`config.mk`:
```
export PLATFORM = sky130hd
export DESIGN_NAME = seq_stream_ctrl
export DESIGN_NICKNAME = d
export VERILOG_FILES = /design/src/rtl/seq_stream_pkg.sv /design/src/rtl/seq_stream_shifter.sv /design/src/rtl/seq_stream_ctrl.sv
export SDC_FILE = /design/constraint.sdc
export NUM_CORES = 1
export LEC_CHECK = 0
export ABC_AREA = 0
export BUFFER_PORTS_ARGS = -buffer_cell sky130_fd_sc_hd__buf_2
export CAP_MARGIN = 20
export CORE_MARGIN = 2
export CORE_UTILIZATION = 30
export DETAILED_ROUTE_END_ITERATION = 10
export REMOVE_ABC_BUFFERS = 1
export SLEW_MARGIN = 20
export SYNTH_ARGS = -nofsm -noshare
export SYNTH_HDL_FRONTEND = slang
export SYNTH_SLANG_ARGS = --single-unit
```
`constraint.sdc`:
```
create_clock -name clk -period 1.84 [get_ports clk]
set_input_delay 0.184 -clock clk [delete_from_list [all_inputs] [get_ports clk]]
set_output_delay 0.184 -clock clk [all_outputs]
set_load 0.005 [all_outputs]
```
`src/rtl/seq_stream_pkg.sv`:
```
// Shared constants for the serial-pattern stream controller: FSM encoding,
// drain/length sizing helpers and the detector pattern constants.
package seq_stream_pkg;

  typedef enum logic [2:0] {
    ST_IDLE  = 3'd0,
    ST_CLEAR = 3'd1,
    ST_SHIFT = 3'd2,
    ST_DRAIN = 3'd3,
    ST_DONE  = 3'd4
  } state_e;

  localparam int unsigned MAX_HIT_LAT = 4;
  localparam int unsigned DRAIN_W     = $clog2(MAX_HIT_LAT + 1);

  // Width of the job length field for a given word width (holds 0..w).
  function automatic int unsigned len_w(input int unsigned w);
    return $clog2(w + 1);
  endfunction

  localparam int unsigned PAT_W     = 6;
  localparam logic [5:0]  PAT_MODE1 = 6'b110010;
  localparam logic [5:0]  PAT_MODE0 = 6'b110110;

endpackage

```
`src/rtl/seq_stream_shifter.sv`:
```
// Parallel-load, MSB-first shift register with a remaining-bit counter.
// 'last' flags the cycle on which the final bit is presented.
module seq_stream_shifter #(
  parameter int WORD_W = 16,
  parameter int LEN_W  = 5
) (
  input  logic              clk,
  input  logic              rst_n,
  input  logic              load,
  input  logic [WORD_W-1:0] load_word,
  input  logic [LEN_W-1:0]  load_len,
  input  logic              shift,
  output logic              msb,
  output logic              last
);

  logic [WORD_W-1:0] sr_q, sr_d;
  logic [LEN_W-1:0]  cnt_q, cnt_d;

  always_comb begin
    sr_d  = sr_q;
    cnt_d = cnt_q;
    if (load) begin
      sr_d  = load_word;
      cnt_d = load_len;
    end else if (shift) begin
      sr_d = {sr_q[WORD_W-2:0], 1'b0};
      if (cnt_q != '0) cnt_d = cnt_q - LEN_W'(1);
    end
  end

  always_ff @(posedge clk or negedge rst_n) begin
    if (!rst_n) begin
      sr_q  <= '0;
      cnt_q <= '0;
    end else begin
      sr_q  <= sr_d;
      cnt_q <= cnt_d;
    end
  end

  assign msb  = sr_q[WORD_W-1];
  assign last = (cnt_q == LEN_W'(1));

endmodule

```
`src/rtl/seq_stream_ctrl.sv`:
```
// Job controller feeding a serial pattern detector and counting its hits.
// Define SEQ_STREAM_CTRL_POS_EN to add first_pos/first_vld hit position outputs.
module seq_stream_ctrl
  import seq_stream_pkg::*;
#(
  parameter int WORD_W  = 16,
  parameter int CNT_W   = 8,
  parameter int HIT_LAT = 2
) (
  input  logic                        clk,
  input  logic                        rst_n,
  input  logic                        in_valid,
  output logic                        in_ready,
  input  logic [WORD_W-1:0]           in_word,
  input  logic [$clog2(WORD_W+1)-1:0] in_len,
  input  logic                        in_mode,
  input  logic                        abort,
  output logic                        det_x,
  output logic                        det_mode,
  output logic                        det_en,
  output logic                        det_clr,
  input  logic                        det_hit,
  output logic                        busy,
  output logic                        done,
`ifdef SEQ_STREAM_CTRL_POS_EN
  output logic [$clog2(WORD_W)-1:0]   first_pos,
  output logic                        first_vld,
`endif
  output logic [CNT_W-1:0]            hit_count
);

  localparam int LEN_W = len_w(WORD_W);
  localparam logic [LEN_W-1:0] LEN_MAX = LEN_W'(WORD_W);

  state_e             state_q, state_d;
  logic               mode_q, mode_d;
  logic [CNT_W-1:0]   hit_count_q, hit_count_d;
  logic [DRAIN_W-1:0] drain_q, drain_d;
  logic [LEN_W-1:0]   eff_len;
  logic               load, shift, sh_msb, sh_last, sample, clr_job;

  assign eff_len = (in_len == '0 || in_len > LEN_MAX) ? LEN_MAX : in_len;

  seq_stream_shifter #(.WORD_W(WORD_W), .LEN_W(LEN_W)) u_shifter (
    .clk      (clk),
    .rst_n    (rst_n),
    .load     (load),
    .load_word(in_word),
    .load_len (eff_len),
    .shift    (shift),
    .msb      (sh_msb),
    .last     (sh_last)
  );

  always_ff @(posedge clk or negedge rst_n) begin
    if (!rst_n) state_q <= ST_IDLE;
    else        state_q <= state_d;
  end

  // abort wins over every forward transition once a job is under way
  always_comb begin
    state_d = state_q;
    case (state_q)
      ST_IDLE:  if (in_valid) state_d = ST_CLEAR;
      ST_CLEAR: state_d = abort ? ST_IDLE : ST_SHIFT;
      ST_SHIFT: if (abort) state_d = ST_IDLE;
                else if (sh_last) state_d = ST_DRAIN;
      ST_DRAIN: if (abort) state_d = ST_IDLE;
                else if (drain_q == DRAIN_W'(1)) state_d = ST_DONE;
      ST_DONE:  state_d = ST_IDLE;
      default:  state_d = ST_IDLE;
    endcase
  end

  always_comb begin
    in_ready = (state_q == ST_IDLE);
    det_clr  = (state_q == ST_CLEAR);
    det_en   = (state_q == ST_SHIFT) && !abort;
    det_x    = (state_q == ST_SHIFT) ? sh_msb : 1'b0;
    busy     = (state_q != ST_IDLE);
    done     = (state_q == ST_DONE);
    det_mode = mode_q;
  end

  // Datapath controls: an aborted cycle neither advances the shifter nor counts.
  always_comb begin
    load    = (state_q == ST_IDLE) && in_valid;
    shift   = (state_q == ST_SHIFT) && !abort;
    clr_job = (state_q == ST_CLEAR) && !abort;
    sample  = (state_q == ST_SHIFT || state_q == ST_DRAIN) && !abort && det_hit;
    mode_d  = load ? in_mode : mode_q;
    drain_d = drain_q;
    if (state_q == ST_SHIFT && sh_last) drain_d = DRAIN_W'(HIT_LAT);
    else if (state_q == ST_DRAIN && drain_q != '0) drain_d = drain_q - DRAIN_W'(1);
    hit_count_d = hit_count_q;
    if (clr_job) hit_count_d = '0;
    else if (sample && hit_count_q != '1) hit_count_d = hit_count_q + CNT_W'(1);
  end

  always_ff @(posedge clk or negedge rst_n) begin
    if (!rst_n) begin
      mode_q      <= 1'b0;
      drain_q     <= '0;
      hit_count_q <= '0;
    end else begin
      mode_q      <= mode_d;
      drain_q     <= drain_d;
      hit_count_q <= hit_count_d;
    end
  end

  assign hit_count = hit_count_q;

`ifdef SEQ_STREAM_CTRL_POS_EN
  localparam int POS_W = $clog2(WORD_W);
  localparam int IDX_W = $clog2(WORD_W + MAX_HIT_LAT + 1) + 1;

  logic [IDX_W-1:0] idx_q, idx_d, rel;
  logic [POS_W-1:0] first_pos_q, first_pos_d;
  logic             first_vld_q, first_vld_d;

  // idx counts SHIFT/DRAIN cycles; a hit reports the bit HIT_LAT cycles back
  always_comb begin
    rel         = idx_q - IDX_W'(HIT_LAT);
    idx_d       = idx_q;
    first_pos_d = first_pos_q;
    first_vld_d = first_vld_q;
    if (clr_job) begin
      idx_d       = '0;
      first_pos_d = '0;
      first_vld_d = 1'b0;
    end else begin
      if (state_q == ST_SHIFT || state_q == ST_DRAIN) idx_d = idx_q + IDX_W'(1);
      if (sample && !first_vld_q) begin
        first_pos_d = rel[POS_W-1:0];
        first_vld_d = 1'b1;
      end
    end
  end

  always_ff @(posedge clk or negedge rst_n) begin
    if (!rst_n) begin
      idx_q       <= '0;
      first_pos_q <= '0;
      first_vld_q <= 1'b0;
    end else begin
      idx_q       <= idx_d;
      first_pos_q <= first_pos_d;
      first_vld_q <= first_vld_d;
    end
  end

  assign first_pos = first_pos_q;
  assign first_vld = first_vld_q;
`endif

endmodule

```
==> results.cfg, run 1 <==
[status]
status = finished, final reports clean

[clock_tree]
path_clk_slew_ns = 0.07
clock_path_buffers = 2
cts_root_buf = clkbuf_8
numCtsBuffers = 5
clk_latency_ns = 0.28
htreeDepth = 2
cts_sinks = 36
cts_setup_buffers = 0
cts_tree = yes
cts_resized = 0

[place]
gp_congestion = 0.7577
dp.final_hpwl_um = 3027
placed_cells = 319
port_buffers = 41

[finish]
fin_cells = 328
layout-drive-gt1-share_pct = 24.70
multiInputGateArea_um2 = 985.9
seq_area_um2 = 900.9
finish.utilization_pct = 38.09
mostFrequentLayoutCells = 41 x buf_2, 36 x dfrtp_1, 26 x nand2_1
final_nets = 284
areaGrowthSynthToFinish_pct = 22.42
n_fill_cell = 672
final_common_cell = buf_2
diodes = 0

[floorplan]
num_rows = 29
die-width_um = 85.38
die_h_um = 85.38
start_util_pct = 31.11
boundaryPins = 42
core_area_um2 = 6386
die-area_um2 = 7290

[sta]
clock.fmax_ghz = 0.5774
finalSetupViolCount = 0
min_period_ns = 1.732
skew_ns = 0.006618
rsz0062_at_grt = false
tightest_slew_ns = 0.4807
hold_ws_ns = 0.08811
finalMaxSlewViolations = 0
setup-tns-final_ns = 0
timing.final.crit_share_pct = 94.12
slew-limit-headroom_pct = 67.95
hold_viol_final = 0

[global_routing]
grt_max_degree = 38
antenna_found_initial = 0
grt.overflow.total = 0
grt_pass1_vias = 1600
grt_pass1_wl_um = 7327
gr-usage-all-layers_pct = 12.45

[power_and_ir_drop]
p_total_mw = 3.478
combPwrFrac_pct = 43.6
p_int_mw = 2.194
vdd_drop_max_uv = 875.8
switching_share_pct = 36.92
power.clock.fraction_pct = 19.7
switchingPower_mw = 1.284
powerDensity_nw_per_um2 = 1430
seq_power_share_pct = 36.7
power.leakage_nw = 1.175

[critical_path]
worst_path_max_delay_cell = or4b_1
criticalPathCategory = reg2reg
cpPeakStageDelay_ns = 0.49
path_cells = inv_1 > ha_1 > or4b_1 > and2_4 > a32oi_1 > o21ai_1
path_buf_inv = 1
crit_family = simple AND/OR/NAND/NOR gates
worst_setup_path_end_kind = flop
cp.required_ns = 2.01
critPathLaunchType = flop
critPathMaxFanout = 5
crit_arrival_ns = 1.90

[synth]
ys_types = 50
synth_ff_type = dfrtp_1
yosys.area.top_type_share_pct = 45.34
synth_area_um2 = 1987
synth.avg_cell_area_um2 = 9.692
synth_area_leaders = dfrtp_1 45%, mux2i_1 8.6%, nand2_1 4.9%
synth_edf_count = 0
yosysWarningCount = 0
synth-async-reset-ratio_pct = 100.0
syn_inst = 205
seq_area_frac_synth_pct = 45.34
synth_largest_area_cell = dfrtp_1
ys_ff_latch = 36

[detailed_routing]
m1WireLength_um = 1979
dr.max_layer_used = met4
vias_per_cell = 4.881
ant_nets = 0
vias = 1601
drt_iter0_drc = 36
firstDrtPassIters = 4
drt_wl_total_um = 4149
wl_met3_um = 246
drcViolationCount = 0
met2WireLength_um = 1907
wl_per_cell_um = 12.65

[job]
max-cap-violations = 0

[hold_path]
min_path_type = in2reg
-- cell usage after synthesis, drive strengths merged, types with 2 or more instances --
cell and n:
dfrtp 36, and3 2, nor4b 4, and2 2
mux2i 17, buf 10, ha 7, o21ai 22
nor3b 2, nor3 3, nand2 26, nor2 17
nand2b 3, a21oi 6, and4b 2, clkbuf 2
nand3 2, inv 11, a211oi 5, nand4 3
or4b 2
-- worst register-to-register path: cells and delay by family (launching register included) --
family / cells / cell delay, ns
and+or+nand+nor: 2 / 0.68
buffers and inverters: 1 / 0.07
adders and majority gates: 1 / 0.19
DFF: 1 / 0.42
AOI/OAI and AO/OA: 2 / 0.26
-- kinds of logic (layout without fill, tap and decap cells) --
group | count (synthesis) | count (layout) | synth area share, %
AND/OR/NAND/NOR | 74 | 74 | 21.10
AO/OA/AOI/OAI | 46 | 46 | 14.67
flip-flops | 36 | 36 | 45.34
buffers and inverters | 23 | 69 | 5.037
multiplexers | 17 | 17 | 8.564
adder cells (fa/ha/maj) | 7 | 7 | 4.408
XOR/XNOR | 2 | 2 | 0.8818
-- power groups by stage --
| stage | registers (mW) | logic (mW) | clock network [mW] |
|---|---|---|---|
| floorplan | 1.29 | 0.986 | 0 |
| detailed placement | 1.29 | 1.54 | 0 |
| finish | 1.28 | 1.52 | 0.685 |
| global route | 1.32 | 1.74 | 0.751 |
| global placement | 1.28 | 1.50 | 0 |
| CTS | 1.28 | 1.55 | 0.713 |
-- worst paths after layout --
path	from	end	slack (ns)	cells after the start
setup reg to reg	u_shifter.cnt_q[0]	u_shifter.cnt_q[3]	0.11	6
max in group asynchronous	rst_n	u_shifter.sr_q[0]	1.02	3
setup / recovery	u_shifter.cnt_q[0]	u_shifter.cnt_q[3]	0.11	6
hold reg to reg	det_mode	det_mode	0.47	2
min in group asynchronous	rst_n	det_mode	0.47	3
hold / removal	in_mode	det_mode	0.09	3
-- what timing repair did --
action,4_1_cts,5_1_grt
hold buffers,1,0
setup endpoints to repair,0,0
endpoints found under the hold margin,36,0
-- sequential cells by signal (all words and copies together) (netlist names) --
signal / cells
u_shifter.sr_q: 16
hit_count: 8
u_shifter.cnt_q: 5
drain_q: 3
state_q: 3
det_mode: 1
-- metal layers --
layer | vias to the layer above | global-route usage, %
met5 | - | 0
met4 | 0 | 3.030
met3 | 2 | 3.891
met2 | 29 | 20.03
met1 | 750 | 16.36
li1 | 820 | -
-- cell type report --
class	count	share of cell area [%]
Inverter	11	1.698
Timing Repair Buffer	50	12.35
Clock buffer	6	2.984
Multi-Input combinational cell	146	40.54
Clock inverter	2	1.440
Sequential cell	36	37.04
Tap cell	77	3.961
-- stage by stage --
| stage | worst slack [ns] | cell area (um2) |
|---|---|---|
| after detailed placement | 0.1031 | 2315 |
| after CTS | 0.1051 | 2432 |
| after global routing | 0.006035 | 2432 |
| after global placement | 0.1522 | 2315 |
| final | 0.1082 | 2432 |
| after floorplan | -0.1927 | 1928 |
Power figures use the tool's default switching activity.
==> run 2, diff against run 1 <==
==> constraint.sdc (replaced) <==
create_clock -name clk -period 1.85 [get_ports clk]
set_input_delay 0.185 -clock clk [delete_from_list [all_inputs] [get_ports clk]]
set_output_delay 0.185 -clock clk [all_outputs]
set_load 0.005 [all_outputs]
==> run 2 against run 1 <==
Net effect: register-to-register slack better by 0.02 ns; cell area shrank 0.46%; clock skew grew 0.0030 ns; first-iteration DRC count grew 72%; sequential power barely moved; routed wire length grew 1.8%; power shrank 3.5%; largest cell class unchanged; clock power down 15%; combinational power about the same; cell count unchanged.
==> results.cfg, run 2 (same netlist as run 1, synthesis figures left out) <==
[finish]
areaGrowthSynthToFinish_pct = 21.85
largest_register_ffs = 16
final_common_cell = buf_2
n_fill_cell = 667
diodes = 0
layout-drive-gt1-share_pct = 25.50
fin_cells = 328
regMostFlops = u_shifter.sr_q
final_nets = 284
fin_area_um2 = 2421
mostFrequentLayoutCells = 41 x buf_2, 36 x dfrtp_1, 26 x nand2_1

[critical_path]
r2r_slack_ns = 0.13
critPathLaunchType = flop
cp.required_ns = 2.02
reg2reg_from = u_shifter.cnt_q[0]
worstRegToRegCells = 6
critPathCapture = u_shifter.cnt_q[3]
criticalPathCategory = reg2reg
crit_arrival_ns = 1.89
worst_setup_path_end_kind = flop
crit_start = u_shifter.cnt_q[0]
critPathMaxFanout = 5
rr_endpoint = u_shifter.cnt_q[3]

[sta]
rsz0062_at_grt = false
hold_ws_ns = 0.08538
min_period_ns = 1.718
skew_ns = 0.009654
hold_viol_final = 0
timing.final.crit_share_pct = 92.87
finalMaxSlewViolations = 0
finalSetupViolCount = 0
tightest_slew_ns = 0.4882
slew-limit-headroom_pct = 67.45
setup-tns-final_ns = 0
clock.fmax_ghz = 0.5820

[detailed_routing]
wl_per_cell_um = 12.87
vias = 1616
vias_per_cell = 4.927
ant_nets = 0
drcViolationCount = 0
drt_wl_total_um = 4222
drt_iter0_drc = 62
firstDrtPassIters = 4

[clock_tree]
path_clk_slew_ns = 0.08
numCtsBuffers = 5
htreeDepth = 2
clk_latency_ns = 0.29
cts_sinks = 36
cts_tree = yes
clock_path_buffers = 2
cts_setup_buffers = 0
cts_root_buf = clkbuf_8

[global_routing]
grt_pass1_vias = 1586
grt_max_degree = 38
grt.overflow.total = 0
antenna_found_initial = 0
gr-usage-all-layers_pct = 12.33
grt_pass1_wl_um = 7251

[job]
max-cap-violations = 0

[place]
placed_area_um2 = 2315
gp_congestion = 0.7619
port_buffers = 41
placed_cells = 319
dp.final_hpwl_um = 3057

[power_and_ir_drop]
power.leakage_nw = 1.162
vdd_drop_max_uv = 773.0
powerDensity_nw_per_um2 = 1386

[floorplan]
die-width_um = 85.38
num_rows = 29
core_area_um2 = 6386
die_h_um = 85.38
boundaryPins = 42
start_util_pct = 31.11
die-area_um2 = 7290

[hold_path]
min_path_type = in2reg

[status]
status = finished, final reports clean
==> run 2: cell types whose count changed in the layout (fill, tap and decap cells not counted), sizes merged <==
cell	before	now
clkbuf	6	5
bufinv	1	0
clkinvlp	0	2
==> run 2: how the worst min path moves through the flow <==
stage	start	depth (start not counted)	endpoint	slack, ns
detailed placement	rst_n	2	det_mode	0.27
finish	in_mode	3	det_mode	0.09
global route	in_word[0]	2	u_shifter.sr_q[0]	0.12
CTS	in_mode	3	det_mode	0.07
global placement	rst_n	2	state_q[0]	0.27
floorplan	rst_n	0	det_mode	-0.11
==> run 2: per-layer routing <==
metal | GRT usage [%] | up-vias | wire, um
li1 | - | 819 | -
met1 | 16.55 | 760 | 2064
met2 | 19.67 | 33 | 1893
met5 | 0 | - | 0
met3 | 3.502 | 4 | 237
met4 | 3.030 | 0 | 25
==> run 2: cell type report <==
| class | count | area (um2) | area share, % |
|---|---|---|---|
| Tap cell | 77 | 96.34 | 3.979 |
| Timing Repair Buffer | 50 | 300.3 | 12.40 |
| Clock inverter | 3 | 23.77 | 0.9819 |
| Clock buffer | 5 | 68.82 | 2.842 |
| Inverter | 11 | 41.29 | 1.705 |
| Sequential cell | 36 | 900.9 | 37.21 |
| Multi-Input combinational cell | 146 | 989.7 | 40.88 |
==> run 2: worst max-delay path, stage by stage, from the launching register on <==
cell	delay, ns
dfrtp_1	0.42
inv_1	0.07
ha_1	0.19
or4b_4	0.48
and2_4	0.18
a32oi_1	0.19
o21ai_1	0.08
==> run 2: power by group <==
| part | leakage (nW) | total [mW] | switching [mW] | internal, mW |
|---|---|---|---|---|
| registers | 0.466 | 1.27 | 0.197 | 1.07 |
| clock network | 0.0404 | 0.583 | 0.316 | 0.267 |
| logic | 0.656 | 1.51 | 0.792 | 0.715 |
| total | 1.16 | 3.36 | 1.30 | 2.05 |
==> run 2: stage by stage <==
step           power, mW  setup WS (ns)  utilization (%)
6_report           3.355         0.1319            37.91
2_1_floorplan      2.264        -0.1827                -
3_3_place_gp       2.768         0.1626            36.25
4_1_cts            3.408        0.09830            37.85
3_5_place_dp       2.804         0.1088            36.25
5_1_grt            3.679        0.01519            37.91
==> run 2: repair_timing <==
item	CTS	global route
hold endpoints to repair	36	0
endpoints found under the setup margin	0	1
resized for setup	0	1
hold buffers	1	0
==> run 3, diff against run 2 <==
--- a/config.mk
+++ b/config.mk
@@ -12,7 +12,7 @@
 export CORE_UTILIZATION = 30
 export DETAILED_ROUTE_END_ITERATION = 10
 export REMOVE_ABC_BUFFERS = 1
-export SLEW_MARGIN = 20
+export SETUP_SLACK_MARGIN = 0.3
 export SYNTH_ARGS = -nofsm -noshare
 export SYNTH_HDL_FRONTEND = slang
 export SYNTH_SLANG_ARGS = --single-unit
==> run 3 against run 2 <==
Net effect: first-iteration DRC count decreased by 21%; cell area increased by 16%; hold slack got worse by 0.0029 ns; clock skew is essentially flat; sequential share of layout area is 5.0 points lower; sequential power is essentially flat; clock power hardly changed; combinational power increased by 46%; non-clock buffer count is 22 higher; cell count grew 6.7%; core utilization is 5.9 points higher; via count up 5.9%; critical path type unchanged; largest cell class unchanged.
==> results.cfg, run 3 (same netlist as run 1, synthesis figures left out) <==
[global_routing]
gr-usage-all-layers_pct = 13.59
grt.overflow.total = 0
antenna_found_initial = 0
grt_max_degree = 38
grt_pass1_vias = 1673
grt_pass1_wl_um = 7928

[job]
max-cap-violations = 0

[sta]
finalMaxSlewViolations = 0
slew-limit-headroom_pct = 67.54
hold_viol_final = 0
min_period_ns = 1.623
tightest_slew_ns = 0.4869
setup-tns-final_ns = 0
rsz0062_at_grt = true
fin_ws_ns = 0.2272
clock.fmax_ghz = 0.6162
timing.final.crit_share_pct = 87.72
finalSetupViolCount = 0
skew_ns = 0.01002

[critical_path]
crit_arrival_ns = 1.80
critPathLaunchType = flop
criticalPathCategory = reg2reg
r2r_slack_ns = 0.23
rr_endpoint = u_shifter.cnt_q[3]
worst_setup_path_end_kind = flop
critPathMaxFanout = 3
path_cells = inv_2 > ha_4 > or4b_4 > and2_4 > a32oi_1 > o21ai_1
cpPeakStageDelay_ns = 0.47
worstRegToRegCells = 6
reg2reg_from = u_shifter.cnt_q[1]
worst_path_max_delay_cell = or4b_4
cp.required_ns = 2.02

[clock_tree]
cts_root_buf = clkbuf_8
cts_tree = yes
numCtsBuffers = 5
clk_latency_ns = 0.30
cts_sinks = 36
htreeDepth = 2
path_clk_slew_ns = 0.08
clock_path_buffers = 2

[power_and_ir_drop]
switchingPower_mw = 1.548
power.clock.fraction_pct = 14.4
seq_power_share_pct = 31.6
power.leakage_nw = 1.316
combPwrFrac_pct = 54.0
powerDensity_nw_per_um2 = 1455
switching_share_pct = 38.02
vdd_drop_max_uv = 674.8
p_int_mw = 2.523
p_total_mw = 4.071

[hold_path]
whs_path_depth = 3
min_from = in_mode
min_path_type = in2reg
worstHoldEndpoint = det_mode

[place]
pre_cts_slack_ns = 0.1088
gp_congestion = 0.7619
port_buffers = 41
dp.final_hpwl_um = 3057
placed_area_um2 = 2315

[detailed_routing]
vias_per_cell = 4.889
drcViolationCount = 0
wl_per_cell_um = 14.20
drt_iter0_drc = 49
ant_nets = 0
drt_wl_total_um = 4969
firstDrtPassIters = 4
vias = 1711

[finish]
largest_register_ffs = 16
areaGrowthSynthToFinish_pct = 40.81
n_fill_cell = 643
fin_area_um2 = 2798
final_common_cell = buf_2
diodes = 0
mostFrequentLayoutCells = 41 x buf_2, 35 x dfrtp_1, 26 x nand2_1
regMostFlops = u_shifter.sr_q
final_nets = 306
layout-drive-gt1-share_pct = 37.73
finish.utilization_pct = 43.81

[floorplan]
start_util_pct = 31.11
num_rows = 29
die_h_um = 85.38
die-area_um2 = 7290
boundaryPins = 42
die-width_um = 85.38
core_area_um2 = 6386

[status]
status = finished, final reports clean
run 3: changes by cell type in the layout (fill, tap and decap cells not counted), sizes merged:
| cell | previous run | this run |
|---|---|---|
| buf | 49 | 71 |
run 3: power groups by stage:
stage / clock network, mW / logic (mW) / registers, mW
2_1_floorplan: 0 / 0.981 / 1.28
3_3_place_gp: 0 / 1.50 / 1.27
3_5_place_dp: 0 / 1.52 / 1.28
4_1_cts: 0.612 / 1.86 / 1.27
5_1_grt: 0.647 / 2.44 / 1.32
6_report: 0.585 / 2.20 / 1.29
run 3: worst max path at each step:
stage / slack, ns / startpoint / to
after CTS: 0.25 / u_shifter.cnt_q[1] / u_shifter.cnt_q[3]
final: 0.23 / u_shifter.cnt_q[1] / u_shifter.cnt_q[3]
after global placement: 0.16 / u_shifter.cnt_q[0] / u_shifter.cnt_q[3]
after floorplan: -0.18 / state_q[0] / u_shifter.cnt_q[0]
after global routing: 0.14 / u_shifter.cnt_q[1] / u_shifter.cnt_q[3]
after detailed placement: 0.11 / u_shifter.cnt_q[0] / u_shifter.cnt_q[3]
run 3: critical path, delay by kind of cell (launching register included):
| family | cells | cell delay (ns) |
|---|---|---|
| DFF | 1 | 0.39 |
| and+or+nand+nor | 2 | 0.63 |
| AOI/OAI and AO/OA | 2 | 0.27 |
| buffers and inverters | 1 | 0.09 |
| adders and majority gates | 1 | 0.13 |
run 3: cell type report:
cell class	instances	area [um2]	share of cell area (%)
clock inverter	3	23.77	0.8497
timing repair buffer	72	566.8	20.26
multi-input combinational	146	1099	39.27
sequential	36	902.1	32.25
clock buffer	5	68.82	2.460
tap	77	96.34	3.444
inverter	11	41.29	1.476
run 3: routing by layer:
metal  routed length [um]  share of wire, %  global-route usage (%)
met3                  274               5.5                   3.696
met2                 2307                46                   21.24
met4                   25              0.50                   3.608
met5                    0                 0                       0
met1                 2361                48                   18.61
run 3: timing repair:
| action | in CTS | in global routing |
|---|---|---|
| endpoints found under the hold margin | 36 | 0 |
| pin swaps | 6 | 6 |
| buffers inserted | 7 | 13 |
| setup endpoints to repair | 9 | 32 |
| cloned | 2 | 0 |
| gates resized for setup | 14 | 33 |
| hold buffers | 1 | 0 |
run 3: through the flow:
stage                     instances  hold slack, ns
after global routing            350          0.1159
after floorplan                 193         -0.1106
after global placement          319          0.2735
after CTS                       337         0.07464
after detailed placement        319          0.2727
final                           350         0.08251
